<file path="src/rtl/ws2812_rx_if.sv">
// ws2812_rx_if: WS2812 serial line in, decoded pixel/frame strobes and forwarded line out
interface ws2812_rx_if #(
  parameter int PIX_W = 8
);
  logic             din;
  logic [23:0]      pixel;
  logic             pixel_valid;
  logic [PIX_W-1:0] pixel_index;
  logic             frame_done;
  logic [PIX_W-1:0] frame_pixels;
  logic             frame_partial;
  logic             err;
  logic             dout;
  modport master (
    output din,
    input  pixel, pixel_valid, pixel_index, frame_done, frame_pixels, frame_partial, err, dout
  );
  modport slave (
    input  din,
    output pixel, pixel_valid, pixel_index, frame_done, frame_pixels, frame_partial, err, dout
  );
endinterface

</file>
<file path="src/rtl/ws2812_rx.sv">
// ws2812_rx: WS2812 NRZ receiver decoding 24-bit GRB words, frame gaps and downstream forwarding
module ws2812_rx #(
  parameter int BIT_THRESH = 14,
  parameter int MIN_HIGH   = 4,
  parameter int MAX_HIGH   = 48,
  parameter int RESET_LOW  = 1200,
  parameter int CNT_W      = 16,
  parameter int PIX_W      = 8
) (
  input logic        clk,
  input logic        rst,
  ws2812_rx_if.slave bus
);
  typedef enum logic [1:0] {IDLE, HIGH, LOW, ERROR} state_t;
  localparam logic [CNT_W-1:0] BIT_C = CNT_W'(BIT_THRESH);
  localparam logic [CNT_W-1:0] MIN_C = CNT_W'(MIN_HIGH);
  localparam logic [CNT_W-1:0] MAX_C = CNT_W'(MAX_HIGH);
  localparam logic [CNT_W-1:0] RST_C = CNT_W'(RESET_LOW);
  state_t           state_q, state_d;
  logic             din_m_q, din_s_q, din_p_q;
  logic [CNT_W-1:0] hcnt_q, hcnt_d;
  logic [CNT_W-1:0] lcnt_q, lcnt_d;
  logic [CNT_W-1:0] lcnt_inc;
  logic [4:0]       bitcnt_q, bitcnt_d;
  logic [PIX_W-1:0] pixcnt_q, pixcnt_d;
  logic [22:0]      shreg_q, shreg_d;
  logic [23:0]      pixel_q, pixel_d;
  logic             pixel_valid_q, pixel_valid_d;
  logic [PIX_W-1:0] pixel_index_q, pixel_index_d;
  logic             frame_done_q, frame_done_d;
  logic [PIX_W-1:0] frame_pixels_q, frame_pixels_d;
  logic             frame_partial_q, frame_partial_d;
  logic             err_q, err_d;
  logic             dout_q, dout_d;
  logic             rise;
  logic             bit_v;
  assign rise     = din_s_q & ~din_p_q;
  assign bit_v    = hcnt_q >= BIT_C;
  assign lcnt_inc = (&lcnt_q) ? lcnt_q : lcnt_q + 1'b1;
  // Line synchroniser; preset high so a line already high at reset release is not seen as a rise
  always_ff @(posedge clk) begin
    if (rst) begin
      din_m_q <= 1'b1;
      din_s_q <= 1'b1;
      din_p_q <= 1'b1;
    end else begin
      din_m_q <= bus.din;
      din_s_q <= din_m_q;
      din_p_q <= din_s_q;
    end
  end
  // Decoder state and output registers
  always_ff @(posedge clk) begin
    if (rst) begin
      state_q         <= IDLE;
      hcnt_q          <= '0;
      lcnt_q          <= '0;
      bitcnt_q        <= '0;
      pixcnt_q        <= '0;
      shreg_q         <= '0;
      pixel_q         <= '0;
      pixel_valid_q   <= 1'b0;
      pixel_index_q   <= '0;
      frame_done_q    <= 1'b0;
      frame_pixels_q  <= '0;
      frame_partial_q <= 1'b0;
      err_q           <= 1'b0;
      dout_q          <= 1'b0;
    end else begin
      state_q         <= state_d;
      hcnt_q          <= hcnt_d;
      lcnt_q          <= lcnt_d;
      bitcnt_q        <= bitcnt_d;
      pixcnt_q        <= pixcnt_d;
      shreg_q         <= shreg_d;
      pixel_q         <= pixel_d;
      pixel_valid_q   <= pixel_valid_d;
      pixel_index_q   <= pixel_index_d;
      frame_done_q    <= frame_done_d;
      frame_pixels_q  <= frame_pixels_d;
      frame_partial_q <= frame_partial_d;
      err_q           <= err_d;
      dout_q          <= dout_d;
    end
  end
  // Pulse-width decode: high width picks the bit, long low ends the frame, overlong high is an error
  always_comb begin
    state_d         = state_q;
    hcnt_d          = hcnt_q;
    lcnt_d          = lcnt_q;
    bitcnt_d        = bitcnt_q;
    pixcnt_d        = pixcnt_q;
    shreg_d         = shreg_q;
    pixel_d         = pixel_q;
    pixel_valid_d   = 1'b0;
    pixel_index_d   = pixel_index_q;
    frame_done_d    = 1'b0;
    frame_pixels_d  = frame_pixels_q;
    frame_partial_d = frame_partial_q;
    err_d           = 1'b0;
    dout_d          = din_s_q & (pixcnt_q != '0) & (state_q != ERROR);
    case (state_q)
      IDLE: begin
        if (rise) begin
          state_d = HIGH;
          hcnt_d  = CNT_W'(1);
        end
      end
      HIGH: begin
        if (din_s_q) begin
          hcnt_d = hcnt_q + 1'b1;
          if (hcnt_d == MAX_C) begin
            err_d    = 1'b1;
            state_d  = ERROR;
            bitcnt_d = '0;
            pixcnt_d = '0;
            shreg_d  = '0;
            lcnt_d   = '0;
          end
        end else begin
          state_d = LOW;
          lcnt_d  = CNT_W'(1);
          if (hcnt_q >= MIN_C) begin
            shreg_d = {shreg_q[21:0], bit_v};
            if (bitcnt_q == 5'd23) begin
              pixel_d       = {shreg_q, bit_v};
              pixel_valid_d = 1'b1;
              pixel_index_d = pixcnt_q;
              pixcnt_d      = (&pixcnt_q) ? pixcnt_q : pixcnt_q + 1'b1;
              bitcnt_d      = '0;
            end else begin
              bitcnt_d = bitcnt_q + 1'b1;
            end
          end
        end
      end
      LOW: begin
        if (rise) begin
          state_d = HIGH;
          hcnt_d  = CNT_W'(1);
        end else begin
          lcnt_d = lcnt_inc;
          if (lcnt_inc >= RST_C) begin
            if (bitcnt_q != '0 || pixcnt_q != '0) begin
              frame_done_d    = 1'b1;
              frame_pixels_d  = pixcnt_q;
              frame_partial_d = bitcnt_q != '0;
            end
            bitcnt_d = '0;
            pixcnt_d = '0;
            shreg_d  = '0;
            lcnt_d   = '0;
            state_d  = IDLE;
          end
        end
      end
      ERROR: begin
        lcnt_d = din_s_q ? '0 : lcnt_inc;
        if (!din_s_q && lcnt_inc >= RST_C) begin
          state_d = IDLE;
          lcnt_d  = '0;
        end
      end
      default: state_d = IDLE;
    endcase
  end
  assign bus.pixel         = pixel_q;
  assign bus.pixel_valid   = pixel_valid_q;
  assign bus.pixel_index   = pixel_index_q;
  assign bus.frame_done    = frame_done_q;
  assign bus.frame_pixels  = frame_pixels_q;
  assign bus.frame_partial = frame_partial_q;
  assign bus.err           = err_q;
  assign bus.dout          = dout_q;
endmodule

</file>
<file path="src/flat_wrapper.sv">
// flat-port wrapper written by rule: the top's interface ports become plain ports
module ws2812_rx_flat 
#(
  parameter int BIT_THRESH = 14,
  parameter int MIN_HIGH   = 4,
  parameter int MAX_HIGH   = 48,
  parameter int RESET_LOW  = 1200,
  parameter int CNT_W      = 16,
  parameter int PIX_W      = 8
)
  (clk, rst, bus_din, bus_pixel, bus_pixel_valid, bus_pixel_index, bus_frame_done, bus_frame_pixels, bus_frame_partial, bus_err, bus_dout);
  ws2812_rx_if #(.PIX_W(PIX_W)) bus_i ();
  input logic clk;
  input logic rst;
  input wire logic [$bits(bus_i.din)-1:0] bus_din;
  output wire logic [$bits(bus_i.pixel)-1:0] bus_pixel;
  output wire logic [$bits(bus_i.pixel_valid)-1:0] bus_pixel_valid;
  output wire logic [$bits(bus_i.pixel_index)-1:0] bus_pixel_index;
  output wire logic [$bits(bus_i.frame_done)-1:0] bus_frame_done;
  output wire logic [$bits(bus_i.frame_pixels)-1:0] bus_frame_pixels;
  output wire logic [$bits(bus_i.frame_partial)-1:0] bus_frame_partial;
  output wire logic [$bits(bus_i.err)-1:0] bus_err;
  output wire logic [$bits(bus_i.dout)-1:0] bus_dout;
  assign bus_i.din = bus_din;
  assign bus_pixel = bus_i.pixel;
  assign bus_pixel_valid = bus_i.pixel_valid;
  assign bus_pixel_index = bus_i.pixel_index;
  assign bus_frame_done = bus_i.frame_done;
  assign bus_frame_pixels = bus_i.frame_pixels;
  assign bus_frame_partial = bus_i.frame_partial;
  assign bus_err = bus_i.err;
  assign bus_dout = bus_i.dout;
  ws2812_rx #(.BIT_THRESH(BIT_THRESH), .MIN_HIGH(MIN_HIGH), .MAX_HIGH(MAX_HIGH), .RESET_LOW(RESET_LOW), .CNT_W(CNT_W), .PIX_W(PIX_W)) u_core (.clk(clk), .rst(rst), .bus(bus_i));
endmodule
</file>
<file path="config.mk">
export PLATFORM = sky130hd
export DESIGN_NAME = ws2812_rx_flat
export DESIGN_NICKNAME = d
export VERILOG_FILES = /design/src/rtl/ws2812_rx_if.sv /design/src/rtl/ws2812_rx.sv /design/src/flat_wrapper.sv
export SDC_FILE = /design/constraint.sdc
export NUM_CORES = 1
export LEC_CHECK = 0
export BUFFER_PORTS_ARGS = -buffer_cell sky130_fd_sc_hd__buf_2
export CORE_AREA = 3 3 157 159
export DETAILED_ROUTE_END_ITERATION = 8
export DIE_AREA = 0 0 160 162
export SLEW_MARGIN = 40
export SYNTH_ARGS = -nofsm -noshare
export SYNTH_HDL_FRONTEND = slang
export SYNTH_SLANG_ARGS = --single-unit
</file>
<file path="constraint.sdc">
create_clock -name clk -period 3.1 [get_ports clk]
set_clock_uncertainty 0.1 [all_clocks]
set_input_delay 0.62 -clock clk [delete_from_list [all_inputs] [get_ports clk]]
set_output_delay 0.62 -clock clk [all_outputs]
set_load 0.05 [all_outputs]
</file>
Word level (Yosys, flattened, before mapping)
Index checks and enable logic that the tools add are counted.

operators by class
  bitwise operators = 10
  multiplexer cells = 42
  add/sub/neg operators = 4
  reduce and logical (&&, ||, !) cells = 22
  equal/unequal tests = 17
  order comparisons = 3

operators with widths
  kind                                                                      count
  16-bit 2-to-1 mux                                                         9
  23-bit 2-to-1 mux                                                         5
  8-bit 2-to-1 mux                                                          7
  16-bit case mux with 3 select lines                                       1
  23-bit case mux with 2 select lines                                       1
  16-bit by 1-bit adder with 16-bit output (second input constant)          2
  16-bit case mux with 2 select lines                                       1
  5-bit 2-to-1 mux                                                          6
  16-bit by 6-bit == test with 1-bit output (second input constant)         1
  16-bit by 11-bit >= comparator with 1-bit output (second input constant)  1
  16-bit by 3-bit >= comparator with 1-bit output (second input constant)   1
  16-bit by 4-bit >= comparator with 1-bit output (second input constant)   1
  8-bit case mux with 2 select lines                                        1
  16-bit AND reduction                                                      1
  2-bit 2-to-1 mux                                                          6
  4-bit AND reduction                                                       3
  2-bit by 1-bit inequality test with 1-bit output (second input constant)  5
  5-bit case mux with 2 select lines                                        1
  3-bit by 1-bit inequality test with 1-bit output (second input constant)  3
  8-bit by 1-bit adder with 8-bit output (second input constant)            1
  2-bit case mux with 4 select lines                                        1
  8-bit AND reduction                                                       1
  8-bit nonzero test                                                        1
  4-bit OR reduction                                                        2
  22 further kinds                                                          36

storage, ports and cells
  register bits = 118
  input port bits = 3
  output and inout port bits = 45

Longest topological paths before layout
  depth in word-level cells = 6
  mapped depth = 10
  gate-level depth less buffers = 8

Worst setup path before layout
No wires, ideal clock.

  path kind = reg2reg
  start = reg u_core.lcnt_q[0]
  end = reg u_core.frame_partial_q (netlist: u_core.bus.frame_partial)
  stages on the path, launching flop included = 10
  required time = 2.929 ns
  arrival = 2.259 ns
  path buffers = 1
  slack = 0.671 ns
  cell sequence = dfxtp_1 > ha_1 > and4_1 > or4_1 > o211ai_1 > o211ai_1 > o211ai_4 > buf_4 > o21ai_0 > a21oi_1

on the way
  longest elaborated chain between the ends = 4
  elaborated cells on any way between the ends = 5

RTL lines
  what                                                                                     RTL line          RTL
  from (decl)                                                                              ws2812_rx.sv:22   logic [CNT_W-1:0] lcnt_q, lcnt_d;
  from (signal assigned)                                                                   ws2812_rx.sv:72   lcnt_q <= lcnt_d;
  16-bit by 1-bit adder with 16-bit output / 16-bit AND reduction (equally long branches)  ws2812_rx.sv:39   assign lcnt_inc = (&lcnt_q) ? lcnt_q : lcnt_q + 1'b1;
  16-bit 2-to-1 mux (*)                                                                    ws2812_rx.sv:39
  16-bit by 11-bit >= comparator with 1-bit output (*)                                     ws2812_rx.sv:143  if (lcnt_inc >= RST_C) begin
  4-bit AND reduction (no source line) (*)                                                 --
  to (signal assigned)                                                                     ws2812_rx.sv:81   frame_partial_q <= frame_partial_d;
  to (decl)                                                                                ws2812_rx.sv:32   logic frame_partial_q, frame_partial_d;

Mark *: on every way between the ends. The rest lies on a longest branch, timed or not.
A chain may end at the register's enable or synchronous reset.

Worst setup path after layout
  start = reg u_core.hcnt_q[2]
  end = reg u_core.lcnt_q[5]

on the way
  longest elaborated chain between the ends = 4

RTL lines
  what                                       RTL line          RTL
  from (decl)                                ws2812_rx.sv:21   logic [CNT_W-1:0] hcnt_q, hcnt_d;
  from (signal assigned)                     ws2812_rx.sv:71   hcnt_q <= hcnt_d;
  16-bit by 1-bit adder with 16-bit output   ws2812_rx.sv:111  hcnt_d = hcnt_q + 1'b1;
  16-bit by 6-bit == test with 1-bit output  ws2812_rx.sv:112  if (hcnt_d == MAX_C) begin
  3-bit inequality test (no source line)     --
  3-bit AND reduction (no source line)       --

Every way passes these cells.

==> key figures <==
Status
  • Outcome: complete, no violations

Flow run
  • MaxCap Viol Count: 0

Drt
  • DRC viols: 0
  • Via density: about 4.8
  • Routed Wire Length: ~14,000 um
  • Initial drt markers: 338
  • Routed Antenna Nets: 0
  • DR pass1 iterations: 5
  • Wire length per cell: about 13 um
  • Vias: about 5,000

Global route
  • Largest net degree at the start of global routing: 76
  • Vias in the first global route: roughly 4,600
  • Antenna violations before repair: 0
  • First-pass GRT wire length: roughly 23,000 um
  • Total GRT Usage: between 10% and 20%
  • Aggregate global routing overflow: 0

Worst setup path
  • Crit path launch type: flip-flop
  • Top delay family on crit path: simple AND/OR/NAND/NOR gates
  • Critical Path RT: 3.34 ns
  • Worst Path Max Fanout: 24
  • CP Class: reg -> reg
  • Crit path buffers/inverters: 0
  • Slowest-stage cell, CP: or4_1
  • Critical-path cell list: and3_1 -> nand3b_1 -> a2111oi_0 -> and2_2 -> a41oi_4 -> or4_1 -> a21oi_1
  • R2R Setup Slk: between 0.15 and 0.2 ns
  • CP max stage delay: 0.58 ns
  • CP arrival: between 3 and 4 ns
  • Worst setup EP type: flip-flop

Placed design
  • Post-Place Cell Area: approximately 6100 um^2
  • Dpl hpwl: 9174 um
  • Setup WS pre-CTS: 0.1925 ns
  • # port buffers: 47
  • GP Congestion: roughly 0.82

Final layout
  • Final Instance Area: 6764 um^2
  • Fill cells: ~2,600
  • Multi-input logic area: between 2000 and 3000 um^2
  • N_diodes: 0
  • Nets: just over 700
  • Register Area: 2365 um^2
  • Layout area overhead: 20.59%
  • Layout cells sized above 1: 17.88%

Synth
  • Ys Warns: 0
  • Post-synthesis mux area share: less than 1%
  • Post-synth EDFFs: 0
  • Main combinational cell family by area after synthesis: simple AND/OR/NAND/NOR gates
  • Mapped Cells: ~680
  • Post-synthesis compound-gate area fraction: 23.27%
  • Post-Synth Adder-Cell Area: 1.561%
  • Ys flop type: dfxtp_1
  • Synth cell types: between 60 and 70
  • Cell taking the most area after synthesis: dfxtp_1
  • Mapped Area: about 5600 um^2
  • Syn Area/Cell: about 8 um^2
  • Async set-or-reset flop fraction in the synthesized netlist: 0%
  • Sequential share of the synthesized area: between 40% and 50%
  • Xor/xnor share of the synthesized area: less than 1%
  • Simple logic cell fraction of the synthesized area: about a quarter
  • Largest cells by area after synthesis: dfxtp_1 (42%), a21oi_1 (6.9%), nand2_1 (6.5%), a32oi_1 (3.9%), nor2_1 (3.9%)
  • Top cell type's share of synthesized area: ~42%
  • Post-synth net total: slightly below 700
  • Synthesized flop and latch total: 118

Die
  • Core footprint: between 20,000 and 25,000 um^2
  • Die span in x: ~160 um
  • Die Span Y: 162 um
  • Die footprint: around 26,000 um^2
  • Placement Rows: 56
  • Starting Density: 23.97%
  • Boundary pin count: 48

CTS
  • TritonCTS Buffers: 17
  • Max clock buf depth: 2
  • H-Tree Depth: 4
  • Root Buffer: clkbuf_16
  • Worst-Skew Late Latency: 0.42 ns
  • CTS tree: built
  • Clock slew at reported path FFs: 0.06 ns
  • Sink Count: approximately 120

STA
  • Final period demand of the worst path: ~2.9 ns
  • Fin crit share: 94.71%
  • Fmax: 0.3406 GHz
  • Hold Vio Cnt, Final: 0
  • Headroom to the max-slew limit: about half
  • RSZ-0062 raised after global routing: false
  • Max Slew Vio Count: 0
  • Setup tns final: 0 ns
  • Final Setup Violations: 0
  • Worst Slack Setup Final: 0.1640 ns
  • Slew @ Worst Pin: approximately 0.77 ns

Pwr
  • Peak supply drop: between 300 and 400 uV
  • Leakage: 2.314 nW
  • Pwr per Cell Area: around 540 nW/um^2
  • Pwr Total: roughly 3.7 mW

Worst hold path
  • HP Class: reg -> reg
sequential cells by signal, summed over array words and instances, names as in the netlist, 2 cells and up:
register                 flops
u_core.lcnt_q               16
u_core.bus.frame_pixels      8
u_core.state_q               2
u_core.hcnt_q               16
u_core.bus.pixel_index       8
u_core.bitcnt_q              5
u_core.shreg_q              23
u_core.pixcnt_q              8
u_core.bus.pixel            24
metal layers:
| layer | vias up | share of wire [%] | global-route usage, % |
|---|---|---|---|
| met1 | 2389 | 50 | 14.50 |
| met5 | - | 0 | 0 |
| met3 | 13 | 3.9 | 3.035 |
| met2 | 81 | 45 | 16.23 |
| li1 | 2534 | - | - |
| met4 | 0 | 1.1 | 2.959 |
stage by stage:
step	hold slack (ns)	util [%]	cells
finish	0.3166	28.90	1046
CTS	0.3204	28.80	1045
floorplan	0.2895	-	684
global route	0.3426	28.90	1046
global placement	0.2954	26.12	1014
detailed placement	0.3092	26.12	1014
power by group:
part           switching [mW]  leakage [nW]  internal (mW)
Combinational          0.0440          1.07         0.0139
Sequential            0.00551         0.952           1.52
Clock                   0.733         0.296           1.35
worst paths after layout:
path,start,cells after the start,to
hold reg to reg,u_core.din_m_q$_SDFF_PP1_,1,u_core.din_s_q$_SDFF_PP1_
setup reg to reg,u_core.hcnt_q[2]$_SDFFE_PP0P_,7,u_core.lcnt_q[5]$_SDFFE_PP0P_
hold / removal,u_core.din_m_q$_SDFF_PP1_,1,u_core.din_s_q$_SDFF_PP1_
setup / recovery,u_core.hcnt_q[2]$_SDFFE_PP0P_,7,u_core.lcnt_q[5]$_SDFFE_PP0P_
layout make-up:
class | instances | share of cell area, %
clock buffers | 17 | 6.289
clock inverters | 14 | 2.960
inverters | 10 | 0.5549
multi-input cells | 501 | 43.41
flip-flops and latches | 118 | 34.96
well taps | 319 | 5.901
repair buffers | 67 | 5.919
cells in the mapped netlist (all sizes together), types with 2 or more instances:
| cell | count |
|---|---|
| a2111oi | 2 |
| a211oi | 5 |
| a21oi | 79 |
| a22oi | 3 |
| a311oi | 7 |
| a31o | 3 |
| a31oi | 11 |
| a32oi | 25 |
| a41oi | 2 |
| and2 | 11 |
| and3 | 6 |
| and4 | 7 |
| buf | 22 |
| clkbuf | 33 |
| dfxtp | 118 |
| ha | 7 |
| inv | 10 |
| mux2i | 5 |
| nand2 | 98 |
| nand2b | 15 |
| nand3 | 31 |
| nand3b | 5 |
| nand4 | 7 |
| nand4b | 2 |
| nor2 | 58 |
| nor2b | 2 |
| nor3 | 13 |
| nor3b | 2 |
| nor4 | 9 |
| o211ai | 4 |
| o21ai | 39 |
| o21bai | 3 |
| o22ai | 2 |
| o31ai | 5 |
| or2 | 5 |
| or3 | 9 |
| or3b | 2 |
| or4 | 4 |
| xnor2 | 3 |
timing repair:
item | CTS | global route
endpoints found under the setup margin | 0 | 23
resized for setup | 0 | 3
setup buffers | 0 | 1
hold buffers | 0 | 0
cells in the final DEF, fill, tap and decap left out, types with 4 or more instances in the layout:
master       n
nand4_1      7
a31oi_1     11
a211oi_1     5
inv_1       10
a21oi_1     77
ha_1         6
nand2_1     97
dfxtp_1    116
or2_2        5
or4_1        4
buf_2       46
o31ai_1      5
and2_1       8
and4_1       5
o21ai_0     39
or3_1        9
nand3b_1     5
a311oi_1     5
nand2b_1    15
mux2i_1      5
buf_4       20
nor2_1      58
nor4_1       8
nor3_1      13
nand3_1     28
and3_1       6
bufinv_16    4
a32oi_1     25
clkbuf_16   17
cells by family after synthesis:
family / Yosys count
buf+inv: 65
mux: 5
compound gates: 197
fa+ha+maj: 7
flops: 118
simple gates: 288
xor+xnor: 4
No activity file was read; power rests on OpenSTA's default activity.
